<file path="config.mk">
export PLATFORM = sky130hd
export DESIGN_NAME = rotate_solve
export DESIGN_NICKNAME = d
export VERILOG_FILES = /design/src/rtl/rotate_solve.sv
export SDC_FILE = /design/constraint.sdc
export NUM_CORES = 1
export LEC_CHECK = 0
export BUFFER_PORTS_ARGS = -buffer_cell sky130_fd_sc_hd__buf_4
export CORE_UTILIZATION = 33
export CTS_CLUSTER_DIAMETER = 100
export DETAILED_ROUTE_END_ITERATION = 8
export SLEW_MARGIN = 20
export SYNTH_ARGS = -nofsm -noshare
export SYNTH_HDL_FRONTEND = slang
export SYNTH_SLANG_ARGS = --single-unit
</file>
<file path="constraint.sdc">
create_clock -name clk -period 1.68 [get_ports clk]
set_clock_uncertainty 0.1 [all_clocks]
set_input_delay 0.336 -clock clk [delete_from_list [all_inputs] [get_ports clk]]
set_output_delay 0.336 -clock clk [all_outputs]
set_load 0.005 [all_outputs]
</file>
<file path="src/rtl/rotate_solve.sv">
// rotate_solve: finds the smallest rotation k that maps a onto r, one step per clock.
`ifndef DEFAULT_WIDTH
`define DEFAULT_WIDTH 8
`endif
module rotate_solve #(
  parameter int n    = `DEFAULT_WIDTH,
  parameter bit left = 1'b1
) (
  input  logic                 clk,
  input  logic                 rst_n,
  input  logic                 in_valid,
  output logic                 in_ready,
  input  logic [n-1:0]         a,
  input  logic [n-1:0]         r,
  output logic                 out_valid,
  input  logic                 out_ready,
  output logic [$clog2(n)-1:0] amount,
  output logic                 found
);
  localparam int w = $clog2(n);
  localparam logic [1:0] idle = 2'd0, search = 2'd1, done = 2'd2;
  logic [1:0]   state;
  logic [n-1:0] cand, target, rot1;
  logic [w:0]   k;
  assign rot1      = left ? {cand[n-2:0], cand[n-1]} : {cand[0], cand[n-1:1]};
  assign in_ready  = state == idle;
  assign out_valid = state == done;
  always_ff @(posedge clk or negedge rst_n)
    if (!rst_n) begin
      state  <= idle;
      cand   <= '0;
      target <= '0;
      k      <= '0;
      amount <= '0;
      found  <= 1'b0;
    end else begin
      case (state)
        idle: if (in_valid) begin
          cand   <= a;
          target <= r;
          k      <= '0;
          state  <= search;
        end
        search: if (cand == target) begin
          amount <= k[w-1:0];
          found  <= 1'b1;
          state  <= done;
        end else if (k == (w+1)'(n-1)) begin
          amount <= '0;
          found  <= 1'b0;
          state  <= done;
        end else begin
          cand <= rot1;
          k    <= k + 1'b1;
        end
        done: if (out_ready) state <= idle;
        default: state <= idle;
      endcase
    end
endmodule

</file>
# Yosys cells after proc, flatten, opt, wreduce, memory -nomap -nowiden
# Index checks and enable logic that the tools add are counted.
# W data, S select, Z words.
[totals]
ff_bits = 26
in_bits = 20
out_inout_bits = 6
[op_classes]
add_sub_neg = 1
n_eq_ne = 9
n_mux = 17
n_reduce_logical = 7
[op_table]
columns = ["op", "count"]
rows = [
  ["$mux W8", 3],
  ["$pmux W8 S2", 1],
  ["$mux W4", 3],
  ["$eq A8 B8 Y1", 1],
  ["$mux W2", 4],
  ["$pmux W4 S2", 1],
  ["$mux W3", 2],
  ["$ne A2 B2 Y1 const B", 3],
  ["$pmux W2 S3", 1],
  ["$add A4 B1 Y4 const B", 1],
  ["$eq A4 B3 Y1 const B", 1],
  ["$reduce_and A2 Y1", 2],
  ["$reduce_and A4 Y1", 1],
  ["$reduce_bool A2 Y1", 2],
  ["$ne A3 B3 Y1 const B", 1],
  ["$reduce_and A3 Y1", 1],
  ["$eq A2 B1 Y1 const B", 1],
  ["$eq A2 B2 Y1 const B", 1],
  ["$logic_not A2 Y1", 1],
  ["$mux W1", 2],
  ["$ne A2 B1 Y1 const B", 1],
]

# Logic depth before layout (Yosys ltp)
[logic_depth]
depth_word = 4
mapped_depth = 6

# Least setup slack after synthesis
# No wires, ideal clock.
[synth_path]
path_kind = "register to register"
from = "reg cand[0]"
to = "reg cand[0]"
arrival_ns = 1.315
required_ns = 1.454
slack_ns = 0.139
stages_incl_launch_ff = 7
cell_sequence = "dfrtp_1 -> xnor2_1 -> nand4_1 -> o221ai_2 -> and2_1 -> buf_4 -> o21ai_0"
[synth_between]
elab_chain_cells = 3
[synth_lines]
columns = ["element", "line_no", "text"]
rows = [
  ["from (decl)", "23", "logic [n-1:0] cand, target, rot1;"],
  ["from (signal assigned)", "53", "cand <= rot1;"],
  ["$eq A8 B8 Y1", "44", "search: if (cand == target) begin"],
  ["$ne A2 B2 Y1 (no source line)", "n/a", ""],
  ["$reduce_and A4 Y1 (no source line)", "n/a", ""],
]
# No other way between the ends.
# A chain may end at the register's enable or synchronous reset.

# Final worst setup path
[layout_path]
from = "reg cand[0]"
to = "reg k[0]"
[layout_between]
elab_chain_cells = 3
[layout_lines]
columns = ["element", "line_no", "text"]
rows = [
  ["$eq A8 B8 Y1", "44", ""],
  ["$ne A2 B2 Y1 (no source line)", "n/a", ""],
  ["$reduce_and A4 Y1 (no source line)", "n/a", ""],
  ["to (signal assigned)", "54", "k <= k + 1'b1;"],
  ["to (decl)", "24", "logic [w:0] k;"],
]
# No other way between the ends.

==> impl_metrics.yaml <==
synthesis:
  synth_top_area_share_pct: 52.3
  synth_area_leaders: "dfrtp_1, mux2_2, mux2i_1"
  synth_cell_types: 24
  postSynthAreaPerCell_sq_um: 10.7
  synthTopCellsByCount: "dfrtp_1, nand2_1, o21ai_0"
  ys_seq_elements: 26
  synth_async_sr_flop_share_pct: 100
  yosysWarnings: 0
  yosysMostFrequentCell: "dfrtp_1"
  yosys_most_used_dff: "dfrtp_1"
  seq_area_frac_synth_pct: 52.3
  syn-num-nets: 137
  syn-instance-count: 116
  synth_area_sq_um: 1240
  synth_edf_count: 0
  synth.largest_area_cell: "dfrtp_1"
cts:
  root_buffer: "clkbuf_8"
  cts_tree: "built"
  cts_made_buffers: 3
  cts.sinks: 26
  htree_levels: 1
  cts.clk_slew.worst_paths_ns: 0.09
  cts_setup_buffers: 0
  ctsLongestPathBuffers: 2
  clk_latency_ns: 0.27
worst_setup_path:
  r2r-end: "k[0]"
  worst-path-buf-inv: 1
  critPathTopFamily: "flip-flops"
  crit_start: "cand[0]"
  required_ns: 1.74
  cp-end-kind: "flip-flop"
  max_stage_delay_ns: 0.42
  r2r_start: "cand[0]"
  slowest_stage: "dfrtp_1"
  rr_worst_depth: 6
  cp_max_fo: 12
  setup.worst_path.class: "reg2reg"
  crit_path_start_kind: "flip-flop"
  worst-path-stages: 6
  reg2reg_slack_ns: 0.09
  path_cells: "xnor2_1 > nand4_1 > o221ai_2 > buf_6 > nor2_1 > a21o_1"
  arrival_ns: 1.66
timing:
  hold_viol_final: 0
  drv_slew: 0
  worst_pin_slew_ns: 0.338
  fmax_mhz: 627
  holdWs_ns: 0.191
  rsz0062_at_grt: "yes"
  fin_crit_sh_pct: 94.9
  final-setup-viol-count: 0
  max-slew-margin-rel_pct: 77.5
  setup_tns_ns: 0
  min_period_ns: 1.59
  fin_ws_ns: 0.0861
flow_run:
  cap_violations: 0
finish:
  final_util_pct: 46.6
  drive_gt1_share_pct: 33.6
  final_cells: 195
  design_area_sq_um: 1620
  final_net_count: 171
  syn_to_final_growth_pct: 30.1
  nFillCells: 337
  antenna_cells: 0
pwr:
  irDropWorstVdd_mv: 0.895
  power_leakage_nw: 0.745
  power.density_nw_per_um2: 1910
  finalPower_mw: 3.09
worst_hold_path:
  worst_hold_path.endpoint: "state[1]"
  min-delay-path-class: "in2reg"
  holdPathStages: 2
  holdCritStartpoint: "out_ready"
drt:
  ant_nets: 0
  wirelength_um: 2550
  viasPerCell: 4.78
  first_pass_iters: 4
  remaining_drc_errors: 0
  drt-initial-drc-count: 36
  vias: 933
  wl_per_cell_um: 13.1
status:
  status: "finished clean"
global_routing:
  gr-total-overflow: 0
  grt_max_degree: 27
  grt_pass1_wl_um: 4220
  grt_pass1_vias: 961
  grtUsageTotal_pct: 13.6
  antenna_found_initial: 0
floorplan:
  dieArea_sq_um: 4020
  die_h_um: 63.4
  io_pins: 26
  core_area_sq_um: 3470
  start_util_pct: 35.9
  fp-row-count: 21
  die_w_um: 63.4
placement:
  placed_cells_incl_taps: 190
  post_dp_cell_area_sq_um: 1520
  gp_congestion: 0.764
  port-buffer-count: 25
  place_hpwl_um: 1890
  post-place-ws_ns: -0.0496
## state kept, by name, indices dropped and copies added (netlist names)
register / cells
amount: 3
target: 8
cand: 8
found: 1
state: 2
k: 4
## cells by family (layout without fill, tap and decap cells)
logic type	Yosys count	count (layout)	share of synthesized area, %
simple gates	36	36	13.1
flops	26	26	52.3
compound gates	20	20	10.7
mux	16	16	13.7
buf+inv	9	42	3.62
xor+xnor	8	8	5.63
fa+ha+maj	1	1	1.01
## routing by layer
| metal | vias up | global-route usage, % | wire, um |
|---|---|---|---|
| met1 | 434 | 17.5 | 1210 |
| met5 | - | 0 | 0 |
| met2 | 24 | 22.7 | 1230 |
| li1 | 473 | - | - |
| met3 | 2 | 3.08 | 103 |
| met4 | 0 | 3.41 | 12 |
## report_power, final
part / internal [mW] / switching [mW] / total [mW]
Clock: 0.318 / 0.194 / 0.513
Sequential: 0.922 / 0.242 / 1.16
Combinational: 0.743 / 0.672 / 1.41
## cell type report
type                       count  area, sq um  area share (%)
clock buffer                   3         41.3            2.55
clock inverter                 1         30.0            1.86
inverter                       3         11.3           0.696
multi-input combinational     81          558            34.5
sequential                    26          651            40.2
tap                           46         57.6            3.56
timing repair buffer          35          269            16.6
## timing repair
item,in CTS,in global routing
hold endpoints to repair,26,0
resized for setup,1,10
pin swaps,0,4
hold buffers,1,0
endpoints found under the setup margin,9,16
## how the worst max path moves through the flow
stage          slack [ns]      end
2_1_floorplan        0.14  cand[0]
3_5_place_dp        -0.05  cand[1]
6_report             0.09     k[0]
5_1_grt             -0.02     k[3]
4_1_cts              0.06     k[0]
3_3_place_gp         0.01  cand[5]
## cells in the final DEF, fill, tap and decap left out, drive strengths merged, types with 2 or more instances in the layout
| cell type | synthesis | routed |
|---|---|---|
| buf | 5 | 34 |
| clkbuf | 1 | 3 |
| dfrtp | 26 | 26 |
| inv | 3 | 3 |
| mux2 | 8 | 8 |
| mux2i | 8 | 8 |
| nand2 | 15 | 15 |
| nand3 | 11 | 11 |
| nand4 | 2 | 2 |
| nor2 | 4 | 4 |
| o211ai | 2 | 2 |
| o21ai | 12 | 12 |
| o311ai | 2 | 2 |
| xnor2 | 8 | 8 |
No activity file was read; power rests on OpenSTA's default activity.
